File: config.mk
export PLATFORM = sky130hd
export DESIGN_NAME = led_pwm_ctrl
export DESIGN_NICKNAME = d
export VERILOG_FILES = /design/src/rtl/led_pwm_ctrl.sv
export SDC_FILE = /design/constraint.sdc
export NUM_CORES = 1
export LEC_CHECK = 0
export CORE_MARGIN = 1.5
export CORE_UTILIZATION = 54
export CTS_CLUSTER_SIZE = 16
export DETAILED_ROUTE_END_ITERATION = 16
export HOLD_SLACK_MARGIN = 0.05
export PLACE_DENSITY = 0.79
export SYNTH_ARGS = -nofsm -noshare
export SYNTH_HDL_FRONTEND = slang
export SYNTH_SLANG_ARGS = --single-unit
File: constraint.sdc
create_clock -name led_clk -period 3.15 [get_ports led_clk]
set_input_delay 0.63 -clock led_clk [delete_from_list [all_inputs] [get_ports led_clk]]
set_output_delay 0.63 -clock led_clk [all_outputs]
set_load 0.02 [all_outputs]
File: src/rtl/led_pwm_ctrl.sv
// Memory-mapped LED output controller with static, blink and PWM-dimming modes.
// Optional register readback is built only when LED_READBACK_EN is defined.
module led_pwm_ctrl #(
  parameter int LED_W    = 24,
  parameter int DATA_W   = 16,
  parameter int PWM_BITS = 8,
  parameter int PRESC_W  = 16
) (
  input  logic              led_clk,
  input  logic              ledrst,
  input  logic              ledcs,
  input  logic              ledwrite,
  input  logic [2:0]        ledaddr,
  input  logic [DATA_W-1:0] ledwdata,
  output logic [DATA_W-1:0] ledrdata,
  output logic [LED_W-1:0]  ledout
);

  localparam logic [1:0] ADDR_LO    = 2'd0;
  localparam logic [1:0] ADDR_HI    = 2'd1;
  localparam logic [1:0] ADDR_CTRL  = 2'd2;
  localparam logic [1:0] ADDR_PRESC = 2'd3;

  localparam logic [1:0] MODE_STATIC = 2'b00;
  localparam logic [1:0] MODE_BLINK  = 2'b01;
  localparam logic [1:0] MODE_PWM    = 2'b10;

  logic [LED_W-1:0]    pattern_reg, pattern_next;
  logic [1:0]          mode_reg, mode_next;
  logic [PWM_BITS-1:0] duty_reg, duty_next;
  logic [PRESC_W-1:0]  presc_reg, presc_next;
  logic [PRESC_W-1:0]  presc_cnt_reg, presc_cnt_next;
  logic                phase_reg, phase_next;
  logic [PWM_BITS-1:0] pwm_cnt_reg, pwm_cnt_next;
  logic [LED_W-1:0]    ledout_reg, ledout_next;

  logic wr_lo, wr_hi, wr_ctrl, wr_presc;
  logic pwm_on;
  logic gate;

  // Byte address bit 0 carries no meaning on this 16-bit register file.
  logic unused_addr_bit;
  assign unused_addr_bit = ledaddr[0];

  always_comb begin
    wr_lo    = 1'b0;
    wr_hi    = 1'b0;
    wr_ctrl  = 1'b0;
    wr_presc = 1'b0;
    if (ledcs && ledwrite) begin
      case (ledaddr[2:1])
        ADDR_LO:    wr_lo    = 1'b1;
        ADDR_HI:    wr_hi    = 1'b1;
        ADDR_CTRL:  wr_ctrl  = 1'b1;
        ADDR_PRESC: wr_presc = 1'b1;
        default:    ;
      endcase
    end
  end

  always_comb begin
    pattern_next = pattern_reg;
    mode_next    = mode_reg;
    duty_next    = duty_reg;
    presc_next   = presc_reg;
    if (wr_lo)
      pattern_next[15:0] = ledwdata;
    if (wr_hi)
      pattern_next[LED_W-1:16] = ledwdata[LED_W-17:0];
    if (wr_ctrl) begin
      mode_next = ledwdata[1:0];
      duty_next = ledwdata[15 -: PWM_BITS];
    end
    if (wr_presc)
      presc_next = PRESC_W'(ledwdata);
  end

  // A PRESC write restarts the blink period in the on-phase.
  always_comb begin
    presc_cnt_next = presc_cnt_reg + PRESC_W'(1);
    phase_next     = phase_reg;
    if (wr_presc || (presc_reg == '0)) begin
      presc_cnt_next = '0;
      phase_next     = 1'b1;
    end else if (presc_cnt_reg == presc_reg - PRESC_W'(1)) begin
      presc_cnt_next = '0;
      phase_next     = ~phase_reg;
    end
  end

  assign pwm_cnt_next = pwm_cnt_reg + PWM_BITS'(1);
  assign pwm_on       = (pwm_cnt_reg < duty_reg);

  always_comb begin
    case (mode_reg)
      MODE_STATIC: gate = 1'b1;
      MODE_BLINK:  gate = phase_reg;
      MODE_PWM:    gate = pwm_on;
      default:     gate = phase_reg & pwm_on;
    endcase
  end

  for (genvar gi = 0; gi < LED_W; gi++) begin : g_led_gate
    assign ledout_next[gi] = pattern_reg[gi] & gate;
  end

  always_ff @(posedge led_clk) begin
    if (ledrst) begin
      pattern_reg   <= '0;
      mode_reg      <= '0;
      duty_reg      <= '0;
      presc_reg     <= '0;
      presc_cnt_reg <= '0;
      phase_reg     <= 1'b1;
      pwm_cnt_reg   <= '0;
      ledout_reg    <= '0;
    end else begin
      pattern_reg   <= pattern_next;
      mode_reg      <= mode_next;
      duty_reg      <= duty_next;
      presc_reg     <= presc_next;
      presc_cnt_reg <= presc_cnt_next;
      phase_reg     <= phase_next;
      pwm_cnt_reg   <= pwm_cnt_next;
      ledout_reg    <= ledout_next;
    end
  end

  assign ledout = ledout_reg;

`ifdef LED_READBACK_EN
  logic [DATA_W-1:0] rdata;

  always_comb begin
    rdata = '0;
    if (!ledrst && ledcs && !ledwrite) begin
      case (ledaddr[2:1])
        ADDR_LO:    rdata = pattern_reg[15:0];
        ADDR_HI:    rdata[LED_W-17:0] = pattern_reg[LED_W-1:16];
        ADDR_CTRL: begin
          rdata[1:0]            = mode_reg;
          rdata[15 -: PWM_BITS] = duty_reg;
        end
        ADDR_PRESC: rdata = DATA_W'(presc_reg);
        default:    ;
      endcase
    end
  end

  assign ledrdata = rdata;
`else
  assign ledrdata = '0;
`endif

endmodule

==> flow_metrics.env <==
export IMPL_max_stage_delay_ps=620
export IMPL_rsz0062_at_grt="false"
export IMPL_synth_edf_count=0
export IMPL_cts_buffers=9
export IMPL_coreArea_um2=8260
export IMPL_fmax_mhz=349
export IMPL_worst_path_max_fanout=15
export IMPL_post_cts_buffers=0
export IMPL_hp_class="reg2reg"
export IMPL_post_route_period_util_pct=91.0
export IMPL_power_leakage_nw=1.87
export IMPL_required_ps=3390
export IMPL_cp_slowest_cell="or4_1"
export IMPL_end_kind="flip-flop"
export IMPL_switching_share_pct=28.4
export IMPL_path_clk_slew_ps=100
export IMPL_cts_buffer_depth=2
export IMPL_path_class="reg2reg"
export IMPL_p_seq_share_pct=55.2
export IMPL_setup_viol=0
export IMPL_ctsHoldBuffers=0
export IMPL_tns_ps=0
export IMPL_area_delta_synth_final_pct=13.4
export IMPL_synth_seq_cells=99
export IMPL_clk_latency_ps=380
export IMPL_layout_commonest_cell="nand2_1"
export IMPL_htreeDepth=3
export IMPL_nNetsFinal=627
export IMPL_n_antenna_cell=0
export IMPL_drtAntennaViolNets=0
export IMPL_dieArea_um2=9170
export IMPL_cts_tree="yes"
export IMPL_crit_chain="or4_1, or4_1, xnor2_1, nor3_1, o2111ai_2, o21ai_2, nor2_1"
export IMPL_io_pins=63
export IMPL_final_cells=704
export IMPL_synthDistinctLibCells=45
export IMPL_num_rows=33
export IMPL_grt_pass1_wl_um=16100
export IMPL_initial_core_util_pct=56.3
export IMPL_port_buffer_count=45
export IMPL_hp_start="duty_reg[4]"
export IMPL_tightest_slew_ps=687
export IMPL_fp_dieH_um=95.8
export IMPL_layout_drive_gt1_share_pct=5.51
export IMPL_netlist_instances=565
export IMPL_path_common_cell="or4_1"
export IMPL_gr_total_overflow=0
export IMPL_layout_common_cells="nand2_1, dfxtp_1, a21oi_1"
export IMPL_cp_arrival_ps=3110
export IMPL_outcome="finished clean"
export IMPL_wl_per_cell_um=14.1
export IMPL_gp_congestion=0.840
export IMPL_hold_viol_final=0
export IMPL_fin_hold_ws_ps=461
export IMPL_syn_cell_area_um2=4650
export IMPL_clock_sinks=99
export IMPL_synth_ff_type="dfxtp_1"
export IMPL_syn_avg_cell_area_um2=8.22
export IMPL_vias=3864
export IMPL_clkPwrFrac_pct=33.7
export IMPL_ys_warn_count=0
export IMPL_dp_hpwl_um=7050
export IMPL_worstSetupStartpointType="flip-flop"
export IMPL_grt_usage_pct=22.8
export IMPL_dp_cells=688
export IMPL_slew_violations=0
export IMPL_synth_yosys_seq_area_share_pct=42.6
export IMPL_powerDensity_nw_per_um2=446
export IMPL_r2r_start="presc_reg[0]"
export IMPL_maxSlewHeadroom_pct=54.1
export IMPL_p_switching_w=0.000668
export IMPL_cts_root_buffer="clkbuf_8"
export IMPL_ys_async_sr_fraction_pct=0
export IMPL_clock_skew_ps=9.55
export IMPL_viasPerCell=5.49
export IMPL_drc=0
export IMPL_antenna_found_initial=0
export IMPL_crit_start="presc_reg[0]"
export IMPL_cts_resized=0
export IMPL_finalWirelength_um=9950
export IMPL_grt_max_degree=49
export IMPL_drt_iter0_markers=181
export IMPL_grt_pass1_vias=3438
export IMPL_p_comb_share_pct=11.1
export IMPL_drtPass1Iterations=4
export IMPL_peakVddDrop_v=0.000349
export IMPL_finalCriticalPeriod_ps=2860
export IMPL_max_cap_viol_count=0
export IMPL_p_int_w=0.00168
export IMPL_die_width_um=95.8
-- power by group through the flow --
stage / Combinational, W / Sequential [W] / Clock [W]
floorplan: 0.000179 / 0.00133 / 0
global route: 0.000286 / 0.00130 / 0.000852
CTS: 0.000259 / 0.00130 / 0.000806
global placement: 0.000249 / 0.00133 / 0
finish: 0.000261 / 0.00130 / 0.000791
detailed placement: 0.000258 / 0.00133 / 0
-- cells in the mapped netlist, drive strengths merged, types with 2 or more instances --
cell type / n / area (um2)
xnor2: 17 / 149
nor2b: 4 / 25.0
clkbuf: 29 / 110
nand4: 4 / 25.0
nor3: 11 / 65.1
buf: 18 / 139
or3: 4 / 25.0
xor2: 23 / 201
nand2b: 4 / 25.0
nand3: 11 / 55.1
nand2: 112 / 428
dfxtp: 99 / 1980
a21o: 3 / 22.5
nor2: 35 / 131
ha: 10 / 125
a21oi: 57 / 285
o2111ai: 2 / 23.8
o21ai: 28 / 144
nand3b: 49 / 368
and3: 8 / 50.1
or4: 3 / 26.3
and2: 3 / 18.8
o31ai: 2 / 15.0
a311oi: 2 / 17.5
inv: 12 / 45.0
nor4: 2 / 12.5
and4: 2 / 17.5
-- critical path, delay by kind of cell (launching register included) --
family	cells	cell delay, ps
and+or+nand+nor	4	1480
DFF	1	380
AOI/OAI and AO/OA	2	730
xor gates and xnor gates	1	140
-- per-layer routing --
layer / track usage [%] / wire [um]
met5: 0 / 0
met4: 8.21 / 143
met3: 3.95 / 577
met2: 38.1 / 4900
met1: 29.5 / 4330
-- cell families (layout without fill, tap and decap cells) --
family | Yosys count | after routing | share of synthesized area (%)
AO/OA/AOI/OAI | 101 | 101 | 12.4
XOR/XNOR | 40 | 40 | 7.54
other | 1 | 16 | 0.0807
multiplexers | 1 | 1 | 0.323
buffers and inverters | 59 | 78 | 6.33
flip-flops | 99 | 99 | 42.6
AND/OR/NAND/NOR | 254 | 254 | 28.0
adder cells (fa/ha/maj) | 10 | 10 | 2.69
-- metrics by stage --
stage | instance area (um2) | utilization (%) | total power [W] | setup slack, ps
floorplan | 4700 | - | 0.00151 | 625
global placement | 5080 | 61.5 | 0.00158 | 441
detailed placement | 5080 | 61.5 | 0.00159 | 315
CTS | 5270 | 63.8 | 0.00236 | 290
global route | 5270 | 63.8 | 0.00244 | 118
finish | 5270 | 63.8 | 0.00235 | 285
-- layout make-up --
type                       instances  area [um2]
clock buffer                       9         124
clock inverter                     7        67.6
fill                             708        2990
inverter                          12        45.0
multi-input combinational        422        2430
sequential                        99        1980
tap                              105         131
timing repair buffer              50         483
-- path summary, 6_finish.rpt --
path	end	slack [ps]	cells past startpoint
setup / recovery	presc_cnt_reg[6]	290	7
setup reg to reg	presc_cnt_reg[6]	290	7
hold / removal	duty_reg[4]	460	2
hold reg to reg	duty_reg[4]	460	2
Note: power is estimated with default switching activity, not from simulation.
